<file path="src/rtl/instr_mem_loader_if.sv">
// Byte-stream and instruction-memory write bus of the loader.
// master: host side (drives bytes, observes writes); slave: loader.
interface instr_mem_loader_if;
  logic [7:0]  RxData;
  logic        RxValid;
  logic        RxReady;
  logic        WE;
  logic [31:0] WA;
  logic [31:0] WD;

  modport master (
    output RxData,
    output RxValid,
    input  RxReady,
    input  WE,
    input  WA,
    input  WD
  );

  modport slave (
    input  RxData,
    input  RxValid,
    output RxReady,
    output WE,
    output WA,
    output WD
  );
endinterface

</file>
<file path="src/rtl/instr_mem_loader.sv">
// Serial program loader: packs bytes into words, writes imem, holds CPU.
// Ports: CLK, RESETn, Start/WordCount, bus (slave), status, Checksum.
module instr_mem_loader #(
  parameter int          DEPTH     = 128,
  parameter logic [31:0] BASE_ADDR = 32'h0000_0000
) (
  input  logic                CLK,
  input  logic                RESETn,
  input  logic                Start,
  input  logic [7:0]          WordCount,
  instr_mem_loader_if.slave   bus,
  output logic                Busy,
  output logic                Done,
  output logic                Error,
  output logic                CPU_RESET,
  output logic [31:0]         Checksum
);

  localparam logic [31:0] DEPTH_U = 32'(DEPTH);

  typedef enum logic [1:0] {
    IDLE,
    LOAD,
    WRITE,
    DONE
  } state_t;

  state_t      state;
  state_t      nxt;

  logic [7:0]  count;
  logic [7:0]  idx;
  logic [1:0]  bcnt;
  logic [31:0] word;

  logic        wc_ok;
  logic        can_start;
  logic        start_ok;
  logic        start_bad;
  logic        take;
  logic        last;

  assign wc_ok = (WordCount != 8'd0) &&
                 ({24'd0, WordCount} <= DEPTH_U);

  assign can_start = (state == IDLE) ||
                     (state == DONE);

  assign start_ok  = can_start && Start && wc_ok;
  assign start_bad = can_start && Start && !wc_ok;

  assign take = (state == LOAD) && bus.RxValid;
  assign last = (idx == count - 8'd1);

  always_ff @(posedge CLK or negedge RESETn) begin
    if (!RESETn) begin
      state <= IDLE;
    end else begin
      state <= nxt;
    end
  end

  always_comb begin
    nxt = state;
    unique case (state)
      IDLE, DONE: begin
        if (start_ok) nxt = LOAD;
      end
      LOAD: begin
        if (take && bcnt == 2'd3) nxt = WRITE;
      end
      WRITE: begin
        nxt = last ? DONE : LOAD;
      end
      default: nxt = IDLE;
    endcase
  end

  always_ff @(posedge CLK or negedge RESETn) begin
    if (!RESETn) begin
      count    <= 8'd0;
      idx      <= 8'd0;
      bcnt     <= 2'd0;
      word     <= 32'd0;
      Checksum <= 32'd0;
      Error    <= 1'b0;
    end else begin
      if (start_ok) begin
        count    <= WordCount;
        idx      <= 8'd0;
        bcnt     <= 2'd0;
        Checksum <= 32'd0;
        Error    <= 1'b0;
      end else if (start_bad) begin
        Error <= 1'b1;
      end
      // little-endian: byte n lands in word[8n+7:8n]
      if (take) begin
        word[{bcnt, 3'b000} +: 8] <= bus.RxData;
        bcnt <= bcnt + 2'd1;
      end
      if (state == WRITE) begin
        Checksum <= Checksum + word;
        idx      <= idx + 8'd1;
      end
    end
  end

  assign bus.RxReady = (state == LOAD);
  assign bus.WE      = (state == WRITE);
  assign bus.WA      = BASE_ADDR + {22'd0, idx, 2'b00};
  assign bus.WD      = word;

  assign Busy      = (state == LOAD) || (state == WRITE);
  assign Done      = (state == DONE);
  assign CPU_RESET = (state != DONE);

endmodule

</file>
<file path="src/flat_wrapper.sv">
// flat-port wrapper written by rule: the top's interface ports become plain ports
module instr_mem_loader_flat 
#(
  parameter int          DEPTH     = 128,
  parameter logic [31:0] BASE_ADDR = 32'h0000_0000
)
  (CLK, RESETn, Start, WordCount, Busy, Done, Error, CPU_RESET, Checksum, bus_RxData, bus_RxValid, bus_RxReady, bus_WE, bus_WA, bus_WD);
  instr_mem_loader_if bus_i ();
  input  logic CLK;
  input  logic RESETn;
  input  logic Start;
  input  logic [7:0] WordCount;
  output logic Busy;
  output logic Done;
  output logic Error;
  output logic CPU_RESET;
  output logic [31:0] Checksum;
  input wire logic [$bits(bus_i.RxData)-1:0] bus_RxData;
  input wire logic [$bits(bus_i.RxValid)-1:0] bus_RxValid;
  output wire logic [$bits(bus_i.RxReady)-1:0] bus_RxReady;
  output wire logic [$bits(bus_i.WE)-1:0] bus_WE;
  output wire logic [$bits(bus_i.WA)-1:0] bus_WA;
  output wire logic [$bits(bus_i.WD)-1:0] bus_WD;
  assign bus_i.RxData = bus_RxData;
  assign bus_i.RxValid = bus_RxValid;
  assign bus_RxReady = bus_i.RxReady;
  assign bus_WE = bus_i.WE;
  assign bus_WA = bus_i.WA;
  assign bus_WD = bus_i.WD;
  instr_mem_loader #(.DEPTH(DEPTH), .BASE_ADDR(BASE_ADDR)) u_core (.CLK(CLK), .RESETn(RESETn), .Start(Start), .WordCount(WordCount), .bus(bus_i), .Busy(Busy), .Done(Done), .Error(Error), .CPU_RESET(CPU_RESET), .Checksum(Checksum));
endmodule
</file>
<file path="config.mk">
export PLATFORM = sky130hd
export DESIGN_NAME = instr_mem_loader_flat
export DESIGN_NICKNAME = d
export VERILOG_FILES = /design/src/rtl/instr_mem_loader_if.sv /design/src/rtl/instr_mem_loader.sv /design/src/flat_wrapper.sv
export SDC_FILE = /design/constraint.sdc
export NUM_CORES = 1
export LEC_CHECK = 0
export ABC_AREA = 1
export BUFFER_PORTS_ARGS = -buffer_cell sky130_fd_sc_hd__clkbuf_2
export CAP_MARGIN = 20
export CORE_MARGIN = 5
export CORE_UTILIZATION = 57
export DETAILED_ROUTE_END_ITERATION = 10
export GPL_TIMING_DRIVEN = 0
export PLACE_DENSITY = 0.85
export SLEW_MARGIN = 15
export SYNTH_ARGS = -nofsm -noshare
export SYNTH_HDL_FRONTEND = slang
export SYNTH_SLANG_ARGS = --single-unit
</file>
<file path="constraint.sdc">
create_clock -name CLK -period 2.4 [get_ports CLK]
set_clock_uncertainty 0.15 [all_clocks]
set_input_delay 0.12 -clock CLK [delete_from_list [all_inputs] [get_ports CLK]]
set_output_delay 0.12 -clock CLK [all_outputs]
set_load 0.01 [all_outputs]
</file>
==> results.py, run 1 <==
metrics = {
    "status": {
        "outcome": "finished, final reports clean",
    },
    "sta": {
        "rsz0062_at_grt": "true",
        "worstMarginPinSlew_ns": 0.687,
        "timing.final.ws_setup_ns": 0.125,
        "timing.final.crit_share": 0.948,
        "slew-limit-headroom": 0.542,
        "finalSetupViolCount": 0,
        "post-route-min-period_ns": 2.27,
        "finalHoldViolations": 0,
        "maxSlewViolCount": 0,
        "timing.fmax_mhz": 440,
    },
    "synth": {
        "synth_edf_count": 0,
        "synth_ff_type": "dfrtp_1",
        "yosys-top-cells-count": "nand2_1 (346), inv_1 (142), dfrtp_1 (85)",
        "async_reset_ff_frac": 1.00,
        "synth.avg_cell_area_um2": 6.61,
        "synth.most_common_cell": "nand2_1",
        "ys_seq_elements": 85,
        "synthCells": 985,
        "yosysTopAreaCell": "dfrtp_1",
        "syn_area_um2": 6510,
        "synth.distinct_cells": 35,
        "yosys.area.top_type_share": 0.327,
        "synthTopCellsByArea": "dfrtp_1 (33%), nand2_1 (20%), inv_1 (8.2%), ha_1 (8.1%), o21ai_0 (5.1%)",
        "seq_area_frac_synth": 0.327,
        "synth_warnings": 0,
    },
    "floorplan": {
        "die_y_um": 117,
        "core-area_um2": 11300,
        "die_x_um": 117,
        "die_area_um2": 13700,
        "core.rowCount": 39,
        "io_pins": 122,
        "start_util": 0.575,
    },
    "hold_path": {
        "whs_endpoint": "u_core.bcnt[1]",
        "min_path_cells": 5,
        "hp-start": "bus_RxValid",
        "holdCritPathClass": "in2reg",
    },
    "final_layout": {
        "nNetsFinal": 1198,
        "drive_above_1_share": 0.177,
        "final_util": 0.693,
        "area.growth.synth_to_final_pct": 20.5,
        "fillers": 1005,
        "diodes": 0,
    },
    "detailed_routing": {
        "route.antenna.remaining_nets": 0,
        "finalWirelength_mm": 19.9,
        "wl_per_cell_um": 15.5,
        "vias": 6796,
        "drc": 0,
        "drtPass1Iterations": 5,
        "drtIter0Drc": 446,
        "avgViaCountPerCell": 5.30,
    },
    "power_and_ir_drop": {
        "peakVddDrop_mv": 0.775,
        "leakage_nw": 4.58,
        "powerDensity_nw_per_um2": 1060,
    },
    "worst_setup_path": {
        "cp.arrival_ns": 2.38,
        "cp-end-kind": "flip-flop",
        "crit_family": "simple AND/OR/NAND/NOR gates",
        "cpMaxStageDelayCell": "dfrtp_1",
        "crit-reg2reg-launch": "u_core.bus.WD[0]",
        "reg2reg_depth": 13,
        "r2r-end": "u_core.Checksum[24]",
        "cp_cell_sequence": "ha_2 > inv_1 > fa_1 > inv_2 > nand3_1 > nand3_2 > nand2_1 > nand2_1 > nand2_1 > nand3_1 > nand2_1 > nand3_1 > nand2_1",
        "r2r_slack_ns": 0.13,
        "path_class": "reg2reg",
        "worst_setup_path_start_kind": "flip-flop",
        "timing.critical_path.mode_cell": "nand2_1",
        "cp_num_buf_inv": 2,
        "critPathMaxFanout": 5,
        "required_ns": 2.50,
        "max_stage_delay_ns": 0.40,
    },
    "global_route": {
        "antenna_found_initial": 0,
        "grt_pass1_wl_mm": 31.8,
        "grt_overflow": 0,
        "grt_pass1_vias": 6443,
        "grt_usage": 0.301,
        "grt_max_degree": 48,
    },
    "clock_tree": {
        "post-cts-setup-buffers": 0,
        "htree_levels": 3,
        "clock_latency_ns": 0.36,
        "clock-root-buffer": "clkbuf_16",
        "clk_path_buf_depth": 2,
        "cts_tree": "yes",
        "cts_buffers": 9,
        "numClockSinks": 85,
        "clkTransAtPathRegs_ns": 0.07,
    },
    "placed_design": {
        "gp_congestion": 0.989,
        "place.port_buffers": 97,
        "post-place-ws_ns": -0.0479,
        "dp_hpwl_mm": 15.4,
    },
    "job": {
        "maxCapViolCount": 0,
    },
}
-- worst min-delay path, cell delays in order --
cell and delay (ns):
clkbuf_2 0.07, nand2_1 0.05, buf_2 0.19, nand2_1 0.10
o22ai_1 0.07
-- cells by family after synthesis --
group                      share of synthesized area
AOI/OAI and AO/OA                             0.0937
and+or+nand+nor                                0.357
buffers and inverters                          0.126
xor gates and xnor gates                      0.0121
other                                       0.000576
adders and majority gates                     0.0837
DFF                                            0.327
-- worst max path at each step --
stage | from | to | slack, ns | depth (start not counted)
after CTS | u_core.bus.WD[0] | u_core.Checksum[24] | 0.01 | 13
after global routing | u_core.bus.WD[0] | u_core.Checksum[24] | -0.02 | 13
after floorplan | u_core.bcnt[0] | u_core.bus.WD[11] | 0.37 | 8
after detailed placement | u_core.bcnt[0] | u_core.bus.WD[17] | -0.05 | 8
after global placement | u_core.state[0] | u_core.Checksum[4] | 0.0009 | 9
final | u_core.bus.WD[0] | u_core.Checksum[24] | 0.13 | 13
-- power breakdown --
group          total [W]  internal [W]  switching (W)
clock            0.00170       0.00103       0.000665
combinational    0.00405       0.00140        0.00264
sequential       0.00259       0.00194       0.000653
-- final cells by class --
cell class	count	area, µm²	area share
timing repair buffer	116	696	0.0886
multi-input combinational	731	3670	0.468
inverter	152	572	0.0728
buffer	40	254	0.0324
tap	143	179	0.0228
clock inverter	7	125	0.0159
sequential	85	2130	0.271
clock buffer	9	225	0.0287
-- state kept, by name, summed over array words and instances (netlist names) --
name,count
u_core.state,2
u_core.bcnt,2
u_core.count,8
u_core.bus.WD,32
u_core.Error,1
u_core.idx,8
u_core.Checksum,32
-- routing by layer --
layer / up-vias / share of wire / global-route usage
met5: - / 0 / 0
met4: 0 / 0.034 / 0.123
met3: 50 / 0.073 / 0.0365
met2: 262 / 0.49 / 0.515
met1: 3115 / 0.40 / 0.387
li1: 3369 / - / -
-- cells in the final DEF (no fill, tap or decap), types with 3 or more instances in the layout --
cell,Yosys,routed
nor2_2,10,13
xor2_1,4,4
dfrtp_1,85,85
a21oi_1,32,32
clkbuf_16,0,9
nor2_4,2,3
nor3_1,6,6
o21ai_0,66,66
nor4_1,4,4
nand3b_1,9,9
ha_1,42,41
o22ai_1,4,4
nor2_1,58,54
inv_6,0,4
nand3_1,48,47
buf_4,24,24
clkbuf_1,5,4
nor3_2,5,5
nand4_1,27,27
nand2_2,18,18
o21bai_1,4,4
conb_1,1,24
xnor2_1,5,5
clkbuf_2,1,98
nand2_1,346,346
bufinv_16,0,3
inv_2,9,10
inv_1,142,141
o21ai_1,10,10
dlygate4sd3_1,0,18
buf_2,9,9
-- repair_timing --
| action | in CTS | in global routing |
|---|---|---|
| hold endpoints to repair | 76 | 0 |
| hold buffers | 18 | 0 |
| endpoints found under the setup margin | 23 | 32 |
| gates resized for setup | 5 | 6 |
-- stage by stage --
step	cell area, µm²	hold WS, ns	power (W)	TNS (ns)	std cells
2_1_floorplan	6600	-0.326	0.00506	0	1008
3_3_place_gp	7260	0.224	0.00635	0	1248
3_5_place_dp	7290	0.0317	0.00647	-0.203	1249
4_1_cts	7840	0.130	0.00825	0	1283
5_1_grt	7850	0.189	0.00896	-0.0201	1283
6_report	7850	0.148	0.00833	0	1283
(Power assumes the default switching activity.)
==> inputs of run 2 (changes only) <==
--- a/config.mk
+++ b/config.mk
@@ -12,6 +12,7 @@
 export CORE_UTILIZATION = 57
 export DETAILED_ROUTE_END_ITERATION = 10
 export GPL_TIMING_DRIVEN = 0
+export MAX_ROUTING_LAYER = met4
 export PLACE_DENSITY = 0.85
 export SLEW_MARGIN = 15
 export SYNTH_ARGS = -nofsm -noshare
==> constraint.sdc (replaced) <==
create_clock -name CLK -period 2.1 [get_ports CLK]
set_clock_uncertainty 0.15 [all_clocks]
set_input_delay 0.105 -clock CLK [delete_from_list [all_inputs] [get_ports CLK]]
set_output_delay 0.105 -clock CLK [all_outputs]
set_load 0.01 [all_outputs]
==> results.py, run 2 (synthesis results as in run 1) <==
metrics = {
    "detailed_routing": {
        "drc": 0,
        "drtIter0Drc": 532,
        "top_layer": "met4",
        "drtPass1Iterations": 5,
        "avgViaCountPerCell": 5.46,
        "route.antenna.remaining_nets": 0,
        "vias": 7157,
        "wl_per_cell_um": 16.7,
        "finalWirelength_mm": 21.9,
        "wl_met1_mm": 8.67,
        "wl_met3_mm": 1.73,
        "wl_met2_mm": 10.4,
    },
    "clock_tree": {
        "clkTransAtPathRegs_ns": 0.07,
        "clk_path_buf_depth": 2,
        "numClockSinks": 85,
        "cts_tree": "yes",
        "cts_buffers": 9,
        "htree_levels": 3,
        "clock-root-buffer": "clkbuf_16",
        "clock_latency_ns": 0.36,
    },
    "sta": {
        "fin_setup_tns_ns": 0,
        "fin_hold_ws_ns": 0.112,
        "timing.final.crit_share": 0.993,
        "finalHoldViolations": 0,
        "maxSlewViolCount": 0,
        "rsz0062_at_grt": "true",
        "worstMarginPinSlew_ns": 0.733,
        "finalSetupViolCount": 0,
        "post-route-min-period_ns": 2.09,
        "slew-limit-headroom": 0.512,
        "timing.fmax_mhz": 480,
    },
    "final_layout": {
        "area.growth.synth_to_final_pct": 31.8,
        "layout_common_cells": "nand2_1 (333), inv_1 (140), clkbuf_2 (99), o21ai_0 (65), dfrtp_1 (63)",
        "drive_above_1_share": 0.272,
        "nNetsFinal": 1225,
        "fillers": 865,
        "diodes": 0,
        "final_common_cell": "nand2_1",
    },
    "global_route": {
        "grt_max_degree": 57,
        "antenna_found_initial": 0,
        "grt_overflow": 0,
        "grt_usage": 0.321,
        "grt_pass1_wl_mm": 33.0,
        "grt_pass1_vias": 6613,
    },
    "floorplan": {
        "io_pins": 122,
        "start_util": 0.575,
        "core-area_um2": 11300,
        "die_x_um": 117,
        "core.rowCount": 39,
        "die_area_um2": 13700,
        "die_y_um": 117,
    },
    "worst_setup_path": {
        "cp-end-kind": "flip-flop",
        "critPathMaxFanout": 12,
        "cp_cell_sequence": "inv_1 > clkbuf_4 > buf_6 > ha_1 > nor2_2 > nand2_1 > o21ai_0",
        "cpMaxStageDelayCell": "dfrtp_2",
        "max_stage_delay_ns": 0.43,
        "path_class": "reg2reg",
        "required_ns": 2.22,
        "cp.arrival_ns": 2.20,
        "reg2reg_depth": 7,
        "crit-reg2reg-launch": "u_core.bcnt[0]",
        "worst_setup_path_start_kind": "flip-flop",
        "cp-startpoint": "u_core.bcnt[0]",
    },
    "power_and_ir_drop": {
        "pwr-share-clk": 0.159,
        "internal_power_w": 0.00536,
        "peakVddDrop_mv": 0.902,
        "switching_share": 0.484,
        "pwr-share-comb": 0.538,
        "leakage_nw": 4.68,
        "powerDensity_nw_per_um2": 1210,
        "p_seq_frac": 0.304,
        "p_sw_w": 0.00502,
    },
    "status": {
        "outcome": "finished, final reports clean",
    },
    "placed_design": {
        "dp_hpwl_mm": 15.6,
        "gp_congestion": 0.987,
        "place.port_buffers": 97,
    },
    "hold_path": {
        "holdCritPathClass": "in2async",
    },
    "job": {
        "maxCapViolCount": 0,
    },
}
[run 2: timing repair]
| item | 4_1_cts | 5_1_grt |
|---|---|---|
| setup endpoints to repair | 66 | 78 |
| endpoints found under the hold margin | 69 | 0 |
| hold buffers | 18 | 0 |
| gates resized for setup | 25 | 116 |
| gates cloned | 0 | 1 |
| pin swaps | 3 | 20 |
| buffers inserted | 6 | 20 |
[run 2: critical path, delay by kind of cell, from the launching register on]
family,cells,cell delay (ns)
buf+inv,3,0.43
flops,1,0.43
simple gates,2,0.48
fa+ha+maj,1,0.29
compound gates,1,0.22
[run 2: layer usage]
layer / up-vias / global-route usage
met2: 362 / 0.508
met1: 3268 / 0.415
li1: 3437 / -
met4: 0 / 0.137
met5: - / -
met3: 90 / 0.0437
[run 2: final timing paths]
kind                                             to  slack, ns
worst min-delay path                 u_core.bcnt[1]       0.11
min in group CLK                     u_core.bcnt[0]       0.17
worst min register to register  u_core.Checksum[30]       0.37
max in group asynchronous         u_core.bus.WD[25]       1.03
worst max-delay path              u_core.bus.WD[12]       0.01
worst max register to register    u_core.bus.WD[12]       0.01
[run 2: power groups by stage]
stage                     Clock (W)  Combinational (W)  Sequential [W]
final                       0.00165            0.00558         0.00315
after global placement            0            0.00433         0.00293
after global routing        0.00172            0.00615         0.00320
after CTS                   0.00163            0.00469         0.00294
after floorplan                   0            0.00288         0.00291
after detailed placement          0            0.00447         0.00295
[run 2: per-stage QoR]
step                power [W]   util  cells  worst slack (ns)  cell area [µm²]
floorplan             0.00579      -   1008            0.0682             6600
global placement      0.00726  0.642   1248            -0.316             7260
detailed placement    0.00742  0.644   1249            -0.339             7290
CTS                   0.00926  0.701   1289           0.00158             7940
global route           0.0111  0.758   1310           -0.0756             8590
finish                 0.0104  0.758   1310            0.0148             8590
[run 2: final cells by class]
| class | count | area (µm²) | share of cell area |
|---|---|---|---|
| Tap cell | 143 | 179 | 0.0208 |
| Multi-Input combinational cell | 732 | 4210 | 0.490 |
| Clock inverter | 6 | 53.8 | 0.00627 |
| Clock buffer | 10 | 239 | 0.0278 |
| Inverter | 152 | 578 | 0.0673 |
| Buffer | 40 | 282 | 0.0328 |
| Sequential cell | 85 | 2150 | 0.251 |
| Timing Repair Buffer | 142 | 891 | 0.104 |
==> inputs of run 3 (changes only) <==
--- a/config.mk
+++ b/config.mk
@@ -10,6 +10,7 @@
 export CAP_MARGIN = 20
 export CORE_MARGIN = 5
 export CORE_UTILIZATION = 57
+export CTS_CLUSTER_SIZE = 28
 export DETAILED_ROUTE_END_ITERATION = 10
 export GPL_TIMING_DRIVEN = 0
 export MAX_ROUTING_LAYER = met4
==> constraint.sdc (replaced) <==
create_clock -name CLK -period 2.1 [get_ports CLK]
set_clock_uncertainty 0.15 [all_clocks]
set_input_delay 0.42 -clock CLK [delete_from_list [all_inputs] [get_ports CLK]]
set_output_delay 0.42 -clock CLK [all_outputs]
set_load 0.01 [all_outputs]
==> results.py, run 3 (synthesis results as in run 1) <==
metrics = {
    "global_route": {
        "antenna_found_initial": 0,
        "grt_overflow": 0,
        "grt_max_degree": 57,
        "grt_usage": 0.314,
        "grt_pass1_wl_mm": 32.3,
        "grt_pass1_vias": 6477,
    },
    "detailed_routing": {
        "drtIter0Drc": 513,
        "drc": 0,
        "route.antenna.remaining_nets": 0,
        "finalWirelength_mm": 21.0,
        "vias": 6954,
        "avgViaCountPerCell": 5.42,
        "wl_per_cell_um": 16.3,
        "drtPass1Iterations": 7,
    },
    "power_and_ir_drop": {
        "peakVddDrop_mv": 0.993,
        "leakage_nw": 4.53,
        "powerDensity_nw_per_um2": 1220,
    },
    "clock_tree": {
        "clk_path_buf_depth": 2,
        "clock_latency_ns": 0.36,
        "cts_tree": "yes",
        "cts_buffers": 9,
        "clock-root-buffer": "clkbuf_16",
        "htree_levels": 3,
        "numClockSinks": 85,
        "clkTransAtPathRegs_ns": 0.07,
    },
    "sta": {
        "worstMarginPinSlew_ns": 0.707,
        "timing.final.crit_share": 0.975,
        "timing.final.ws_setup_ns": 0.0521,
        "slew-limit-headroom": 0.529,
        "maxSlewViolCount": 0,
        "finalSetupViolCount": 0,
        "rsz0062_at_grt": "true",
        "fin_setup_tns_ns": 0,
        "timing.fmax_mhz": 488,
        "post-route-min-period_ns": 2.05,
        "finalHoldViolations": 0,
    },
    "worst_setup_path": {
        "cp-end-kind": "flip-flop",
        "reg2reg_depth": 11,
        "crit_family": "simple AND/OR/NAND/NOR gates",
        "worst_setup_path_start_kind": "flip-flop",
        "required_ns": 2.20,
        "cp.depth": 11,
        "timing.critical_path.mode_cell": "nand2_1",
        "critPathMaxFanout": 10,
        "max_stage_delay_ns": 0.46,
        "cp_num_buf_inv": 4,
        "cp_cell_sequence": "inv_1 > ha_1 > nand2_1 > buf_2 > inv_1 > nand2_1 > inv_1 > nor2_1 > nor2_1 > nand2_1 > nand2_1",
        "path_class": "reg2reg",
        "cp.arrival_ns": 2.15,
        "cpMaxStageDelayCell": "dfrtp_1",
    },
    "status": {
        "outcome": "finished, final reports clean",
    },
    "final_layout": {
        "fillers": 929,
        "area.growth.synth_to_final_pct": 27.9,
        "nNetsFinal": 1199,
        "drive_above_1_share": 0.269,
        "layout_common_cells": "nand2_1 (332), inv_1 (140), clkbuf_2 (99), o21ai_0 (65), dfrtp_1 (64)",
        "diodes": 0,
        "final_common_cell": "nand2_1",
    },
    "placed_design": {
        "dp_hpwl_mm": 15.6,
        "place.port_buffers": 97,
        "post-place-ws_ns": -0.339,
        "gp_congestion": 0.987,
    },
    "hold_path": {
        "min_path_cells": 3,
        "holdCritPathClass": "in2reg",
    },
    "floorplan": {
        "die_y_um": 117,
        "start_util": 0.575,
        "core-area_um2": 11300,
        "die_area_um2": 13700,
        "io_pins": 122,
        "die_x_um": 117,
        "core.rowCount": 39,
    },
    "job": {
        "maxCapViolCount": 0,
    },
}
==> run 3: cell types whose count changed in the layout (fill, tap and decap cells not counted), sizes merged <==
cell	before	now
dlygate4sd3	18	1
buf	60	52
clkbuf	114	113
==> run 3: layer usage <==
metal | up-vias | global-route usage | share of wire
met2 | 329 | 0.492 | 0.48
li1 | 3387 | - | -
met1 | 3148 | 0.409 | 0.40
met5 | - | - | 0
met4 | 0 | 0.130 | 0.049
met3 | 90 | 0.0488 | 0.077
==> run 3: per-stage QoR <==
stage | hold WS [ns] | instance area (µm²) | total power (W) | utilization | std cells
3_5_place_dp | 0.276 | 7290 | 0.00742 | 0.644 | 1249
6_report | 0.163 | 8330 | 0.0102 | 0.736 | 1284
3_3_place_gp | 0.337 | 7260 | 0.00726 | 0.642 | 1248
5_1_grt | 0.184 | 8330 | 0.0110 | 0.736 | 1284
4_1_cts | 0.168 | 7760 | 0.00924 | 0.686 | 1272
2_1_floorplan | -0.0256 | 6600 | 0.00579 | - | 1008
==> run 3: worst paths after layout <==
| path | start | endpoint | slack (ns) |
|---|---|---|---|
| setup reg to reg | u_core.state[1] | u_core.state[1] | 0.05 |
| max in group asynchronous | RESETn | u_core.bus.WD[25] | 0.73 |
| setup / recovery | u_core.state[1] | u_core.state[1] | 0.05 |
| hold reg to reg | u_core.Checksum[29] | u_core.Checksum[29] | 0.37 |
| min in group asynchronous | RESETn | u_core.bcnt[1] | 0.43 |
| hold / removal | WordCount[5] | u_core.count[5] | 0.16 |
==> run 3: layout make-up <==
class / count / area [µm²] / share of cell area
Multi-Input combinational cell: 732 / 4190 / 0.503
Timing Repair Buffer: 116 / 653 / 0.0784
Inverter: 152 / 581 / 0.0697
Clock buffer: 10 / 239 / 0.0287
Clock inverter: 6 / 53.8 / 0.00646
Buffer: 40 / 279 / 0.0335
Tap cell: 143 / 179 / 0.0215
Sequential cell: 85 / 2150 / 0.258
==> run 3: report_power, final <==
part,total [W],internal (W),leakage [nW],switching (W)
Clock,0.00164,0.000859,0.142,0.000777
Sequential,0.00315,0.00224,1.11,0.000904
Combinational,0.00542,0.00218,3.28,0.00324
==> run 3: repair_timing <==
item                                   CTS  global route
gates cloned                             0             1
setup buffers                            6            11
resized for setup                       25           113
pin swaps                                3            13
hold buffers                             1             0
setup endpoints to repair               66            76
endpoints found under the hold margin   29             0
==> run 3: tightest hold or removal path: stages <==
cell and delay, ns:
clkbuf_2 0.08, inv_1 0.05, o21ai_0 0.08
